File: config.mk
export PLATFORM = sky130hd
export DESIGN_NAME = ni_request_header_assembler
export DESIGN_NICKNAME = d
export VERILOG_FILES = /design/src/rtl/ni_request_header_assembler.sv
export SDC_FILE = /design/constraint.sdc
export NUM_CORES = 1
export LEC_CHECK = 0
export ABC_AREA = 0
export CAP_MARGIN = 20
export CORE_ASPECT_RATIO = 0.5
export CORE_UTILIZATION = 48
export DETAILED_ROUTE_END_ITERATION = 8
export PLACE_DENSITY = 0.85
export SLEW_MARGIN = 15
export SYNTH_ARGS = -nofsm -noshare
export SYNTH_HDL_FRONTEND = slang
export SYNTH_SLANG_ARGS = --single-unit
export TNS_END_PERCENT = 30
File: constraint.sdc
create_clock -name clock -period 3.6 [get_ports clock]
set_input_delay 0.72 -clock clock [delete_from_list [all_inputs] [get_ports clock]]
set_output_delay 0.72 -clock clock [all_outputs]
set_load 0.05 [all_outputs]
File: src/rtl/ni_request_header_assembler.sv
// rtl/ni_request_header_assembler.sv - NI receive path: header reassembly from flits, then payload streaming
module ni_request_header_assembler #(
    parameter int FLIT_WIDTH    = 32,
    parameter int FTYPE_WIDTH   = 2,
    parameter int HEADER_FLITS  = 3,
    parameter int HEADER_LENGTH = 90,
    localparam int BASE_WIDTH   = FLIT_WIDTH - FTYPE_WIDTH
) (
    input  logic                     clock,
    input  logic                     reset,
    input  logic [FLIT_WIDTH-1:0]    flit_in,
    input  logic                     flit_in_valid,
    output logic                     flit_in_ready,
    output logic [HEADER_LENGTH-1:0] header,
    output logic                     header_valid,
    input  logic                     header_accept,
    output logic                     header_only,
    output logic [BASE_WIDTH-1:0]    payload_data,
    output logic                     payload_valid,
    output logic                     payload_last,
    input  logic                     payload_ready,
    output logic                     proto_error
);

    localparam int CW    = $clog2(HEADER_FLITS + 1);
    localparam int BUF_W = BASE_WIDTH * HEADER_FLITS;
    localparam logic [CW-1:0] LAST_CNT = CW'(HEADER_FLITS);

    localparam logic [FTYPE_WIDTH-1:0] T_BODY      = FTYPE_WIDTH'(2'b00);
    localparam logic [FTYPE_WIDTH-1:0] T_TAIL      = FTYPE_WIDTH'(2'b01);
    localparam logic [FTYPE_WIDTH-1:0] T_HEAD      = FTYPE_WIDTH'(2'b10);
    localparam logic [FTYPE_WIDTH-1:0] T_HEAD_TAIL = FTYPE_WIDTH'(2'b11);

    typedef enum logic [1:0] {
        IDLE     = 2'd0,
        HDR      = 2'd1,
        HDR_WAIT = 2'd2,
        PAYLOAD  = 2'd3
    } state_t;

    state_t            state, state_next;
    logic [BUF_W-1:0]  hdr_buf, hdr_next;
    logic [CW-1:0]     count, count_next;
    logic              only_q, only_next;
    logic              err_next;

    logic [FTYPE_WIDTH-1:0] ftype;
    logic [BASE_WIDTH-1:0]  fdata;
    logic                   fire;
    logic                   is_head;

    assign ftype   = flit_in[FLIT_WIDTH-1 -: FTYPE_WIDTH];
    assign fdata   = flit_in[BASE_WIDTH-1:0];
    assign fire    = flit_in_valid && flit_in_ready;
    assign is_head = (ftype == T_HEAD) || (ftype == T_HEAD_TAIL);

    assign header       = hdr_buf[HEADER_LENGTH-1:0];
    assign header_valid = (state == HDR_WAIT);
    assign header_only  = only_q;
    assign payload_data = fdata;

    // Registered state: FSM, header buffer, chunk counter, header_only and error pulse
    always_ff @(posedge clock) begin
        if (reset) begin
            state       <= IDLE;
            hdr_buf     <= '0;
            count       <= '0;
            only_q      <= 1'b0;
            proto_error <= 1'b0;
        end else begin
            state       <= state_next;
            hdr_buf     <= hdr_next;
            count       <= count_next;
            only_q      <= only_next;
            proto_error <= err_next;
        end
    end

    // Next-state, handshake outputs and header chunk placement
    always_comb begin
        state_next    = state;
        hdr_next      = hdr_buf;
        count_next    = count;
        only_next     = only_q;
        err_next      = 1'b0;
        flit_in_ready = 1'b0;
        payload_valid = 1'b0;
        payload_last  = 1'b0;

        case (state)
            IDLE: begin
                flit_in_ready = 1'b1;
                if (fire) begin
                    if (ftype == T_HEAD || (ftype == T_HEAD_TAIL && HEADER_FLITS == 1)) begin
                        // A new header always starts from a clean buffer
                        hdr_next                 = '0;
                        hdr_next[BASE_WIDTH-1:0] = fdata;
                        count_next               = CW'(1);
                        if (HEADER_FLITS == 1) begin
                            state_next = HDR_WAIT;
                            only_next  = (ftype == T_HEAD_TAIL);
                        end else begin
                            state_next = HDR;
                        end
                    end else begin
                        err_next = 1'b1;
                    end
                end
            end
            HDR: begin
                flit_in_ready = 1'b1;
                if (fire) begin
                    if (is_head) begin
                        err_next   = 1'b1;
                        state_next = IDLE;
                    end else if (count + 1'b1 == LAST_CNT) begin
                        for (int k = 0; k < HEADER_FLITS; k++) begin
                            if (count == CW'(k))
                                hdr_next[BASE_WIDTH*k +: BASE_WIDTH] = fdata;
                        end
                        count_next = count + 1'b1;
                        only_next  = (ftype == T_TAIL);
                        state_next = HDR_WAIT;
                    end else if (ftype == T_TAIL) begin
                        // Tail arrived before the header was complete
                        err_next   = 1'b1;
                        state_next = IDLE;
                    end else begin
                        for (int k = 0; k < HEADER_FLITS; k++) begin
                            if (count == CW'(k))
                                hdr_next[BASE_WIDTH*k +: BASE_WIDTH] = fdata;
                        end
                        count_next = count + 1'b1;
                    end
                end
            end
            HDR_WAIT: begin
                if (header_accept)
                    state_next = only_q ? IDLE : PAYLOAD;
            end
            PAYLOAD: begin
                flit_in_ready = payload_ready;
                payload_valid = flit_in_valid && !is_head;
                payload_last  = (ftype == T_TAIL);
                if (fire) begin
                    if (is_head) begin
                        err_next   = 1'b1;
                        state_next = IDLE;
                    end else if (ftype == T_TAIL) begin
                        state_next = IDLE;
                    end
                end
            end
            default: state_next = IDLE;
        endcase
    end

endmodule

==> results <==
- The clock tree root driver cell is sky130_fd_sc_hd__clkbuf_16.
- The pin slew with the least headroom to its limit is between 800 and 900 ps.
- The minimum clock period after layout is ~3200 ps.
- In this run the worst hold path is classified as flip-flop to flip-flop.
- The total congestion overflow after global routing is 0.
- The total net switching power is ~0.00064 W.
- The total nets after synthesis is 486.
- The count of fill cells added during filler insertion is 685.
- The sequential cell area fraction in the yosys report is ~43%.
- In this run the vertical extent of the chip is 70.2 µm.
- The total of buffers placed on input and output ports is 162.
- The synthesized design devotes to its leading area cell type 43.1% of total area.
- The cell-internal power is 0.00186 W.
- The max-capacitance violation count is 0.
- The total negative slack for setup checks is 0 ps.
- Yosys attributes the largest share of cell area to sky130_fd_sc_hd__dfxtp_1 43%, sky130_fd_sc_hd__mux2i_1 20%, sky130_fd_sc_hd__nand2b_1 17%.
- The clock latency at the later pin of the worst-skew pair is 340 ps.
- In this run the critical register-to-register path is launched from count[0].
- The number of clock buffers inserted by TritonCTS is 9.
- The first global-routing pass estimated 16,000 µm of wire.
- The synthesized netlist contains 34 unique library cells.
- In this run the worst setup path terminates at payload_last.
- The number of sinks on the clock net is 96.
- TritonCTS built the clock tree.
- The initial core utilization is between 50% and 60%.
- During I/O placement, the number of pins put on the boundary was between 150 and 200.
- Post-CTS repair changed the size of 0 cells.
- The final reports fail on design-rule violations.
- The share of total power in sequential cells is a little over two fifths.
- Based on the critical path, the design can be clocked at up to between 0.3 and 0.4 GHz.
- The maximum resistive drop on vdd is 0.316 mV.
- The clock input transition at the sequential cells of the worst setup and hold paths is 60 ps.
- The source of the critical timing path is flit_in[31].
- The number of cell rows is 24.
- The worst-path maximum fanout is 6.
- The share of total power in combinational logic is 15.5%.
- The leading area contributor after synthesis is sky130_fd_sc_hd__dfxtp_1.
- The worst register-to-register path ends at header[38].
- The via count of the first global-routing pass was 3,270.
- In the synthesized netlist, the cells that appear most often are 123 x sky130_fd_sc_hd__nand2b_1, 96 x sky130_fd_sc_hd__dfxtp_1, 90 x sky130_fd_sc_hd__mux2i_1, 35 x sky130_fd_sc_hd__nand2_1, 31 x sky130_fd_sc_hd__buf_4.
- The area of the die is between 9000 and 10,000 µm².
- After detailed routing, the number of remaining DRC violations is 18.
- The synthesized design contains 0 enable-type register cells.
- Post-CTS timing repair inserted 0 buffers for setup.
- The routed wire length per instance is 14.4 µm.
- The clock tree synthesis step divided the H-tree into 3 levels.
- The clock passes through at most 2 buffers.
- In the final layout, the share of cells above drive strength 1 is 5.77%.
- For this design the static power due to leakage is around 2.1 nW.
- The gate count of the mapped netlist is 445.
- The worst hold slack across all endpoints is 472 ps.
- For this block, the via count after detailed routing is 3,334.
- 0 antenna diodes ended up in the layout.
- Dividing total power by cell area gives a power density of 402 nW/µm².
- For this block, the routed nets add up to roughly 9900 µm of wire.
- Among all cell types in the netlist, the one instantiated most often is sky130_fd_sc_hd__nand2b_1.
- The total of flip-flops plus latches after synthesis is 96.
- The congestion estimate from routability-driven global placement came to 0.757.
- Setup repair after global routing left no endpoint under its margin.
- Setup slack on the worst reg-to-reg path comes out at 1550 ps.
- Across every metal layer, demand over resource in global routing totals a little over a fifth.
- The required time at the endpoint of the critical path is 2880 ps.
- The largest net degree at the start of global routing is 67.
- After synthesis, the share of flip-flops with an asynchronous set or reset is 0%.
- The footprint of the flip-flops and latches is roughly 1900 µm².
- The worst slew slack as a fraction of its limit is between 40 and 50%.
- The final critical-path share of the clock period is 88.8%.
- Setup violations remaining at the end of the flow were counted as 0.
- The critical path endpoint category is an output port.
- The number of slew-limit violations in the final report is 0.
- The switching power as a share of total power is 25.6%.
- Yosys printed 0 warnings.
- In this run, the clock network consumes approximately two fifths of the power.
- Between clock sinks in the finished design, the worst skew comes to about 7.4 ps.
- Summing every instance area after synthesis gives ~4500 µm².
- The initial antenna violation count is 0.
- The length in cells of the worst reg-to-reg path is 7.
- The average cell area after synthesis is approximately 10 µm².
- STA classifies the critical path startpoint as an input pin.
- From left edge to right edge, the die measures 138 µm.
- The pre-antenna-repair detailed-routing pass consisted of 7 iterations.
- The final net count is 608.
- For this block, the initial DRC count from the detailed router was 142.
- The core region is between 8000 and 9000 µm².
- The number of buffers added to fix hold violations after cts is 0.
- The critical path data arrival time is 2480 ps.
- The post-synthesis to final-layout area growth is 39.5%.
- The type of the setup path with the least slack is input pin to output port.
- Summing all multi-input logic gate instances after layout gives 2130 µm².
- The count of nets left with antenna violations after detail routing is 0.
- The ratio of routed vias to standard cells is 4.84.
- The predominant post-synthesis flop cell is sky130_fd_sc_hd__dfxtp_1.
- The final-report hold violation count is 0.
- The flow ran to the end, but the final reports show violations.
- The half-perimeter wire length of the detailed placement result is 6980 µm.
==> per-stage QoR <==
| stage | worst slack [ps] | cell area (µm²) | std cells | utilization, % | total power [W] |
|---|---|---|---|---|---|
| finish | 404 | 6230 | 689 | 70.3 | 0.00250 |
| global route | 321 | 6230 | 689 | 70.3 | 0.00259 |
| CTS | 403 | 6230 | 689 | 70.3 | 0.00252 |
| detailed placement | 418 | 5900 | 673 | 66.7 | 0.00151 |
| global placement | 437 | 5900 | 673 | 66.7 | 0.00151 |
| floorplan | 1440 | 4460 | 445 | - | 0.00139 |
==> per-layer routing <==
layer | global-route usage (%) | vias up | share of wire (%)
met2 | 37.4 | 68 | 50
li1 | - | 1671 | -
met4 | 7.49 | 0 | 1.3
met5 | 0 | - | 0
met1 | 24.6 | 1583 | 45
met3 | 4.66 | 12 | 4.1
==> power groups by stage <==
stage / Clock [W] / Sequential (W) / Combinational (W)
detailed placement: 0 / 0.00112 / 0.000392
global route: 0.00108 / 0.00110 / 0.000409
global placement: 0 / 0.00112 / 0.000389
CTS: 0.00104 / 0.00109 / 0.000392
floorplan: 0 / 0.00118 / 0.000216
finish: 0.00102 / 0.00109 / 0.000389
==> layout by cell type, fill, tap and decap left out, types with 2 or more instances in the layout <==
cell,n
sky130_fd_sc_hd__nand2b_1,123
sky130_fd_sc_hd__bufinv_16,2
sky130_fd_sc_hd__clkbuf_16,9
sky130_fd_sc_hd__clkinv_2,3
sky130_fd_sc_hd__clkdlybuf4s50_1,161
sky130_fd_sc_hd__buf_12,2
sky130_fd_sc_hd__and3_1,2
sky130_fd_sc_hd__ha_1,4
sky130_fd_sc_hd__nand2_1,35
sky130_fd_sc_hd__nor2_4,3
sky130_fd_sc_hd__nor2_1,2
sky130_fd_sc_hd__a21oi_1,5
sky130_fd_sc_hd__inv_1,2
sky130_fd_sc_hd__buf_4,5
sky130_fd_sc_hd__mux2i_1,90
sky130_fd_sc_hd__a31oi_1,2
sky130_fd_sc_hd__nor2b_1,3
sky130_fd_sc_hd__dfxtp_1,96
sky130_fd_sc_hd__o21ai_0,3
==> critical path, stage by stage <==
cell                              delay, ps
sky130_fd_sc_hd__clkdlybuf4s50_1        480
sky130_fd_sc_hd__and2b_4                310
sky130_fd_sc_hd__and3_1                 160
sky130_fd_sc_hd__clkdlybuf4s50_1        800
==> registers in the layout, summed over array words and instances (netlist names) <==
register / flops
proto_error: 1
header: 90
state: 2
count: 2
header_only: 1
==> area by class of cell <==
class / count / area share (%)
multi-input combinational: 288 / 34.2
sequential: 96 / 30.9
timing repair buffer: 169 / 27.2
clock buffer: 10 / 3.84
tap: 117 / 2.35
clock inverter: 6 / 1.33
inverter: 3 / 0.181
==> cells by family after synthesis <==
group	count (synthesis)	share of synthesized area, %
muxes	90	20.2
and+or+nand+nor	177	23.6
AOI/OAI and AO/OA	17	2.75
buffers and inverters	61	9.31
DFF	96	43.1
adders and majority gates	4	1.12
==> worst min path at each step <==
| stage | startpoint | end | slack [ps] | depth (start not counted) |
|---|---|---|---|---|
| 2_1_floorplan | count[0] | count[0] | 490 | 1 |
| 3_3_place_gp | header[16] | header[16] | 460 | 2 |
| 3_5_place_dp | header[63] | header[63] | 460 | 2 |
| 4_1_cts | header[46] | header[46] | 480 | 2 |
| 5_1_grt | header[33] | header[33] | 490 | 2 |
| 6_report | header[89] | header[89] | 470 | 2 |
(Power assumes the default switching activity.)
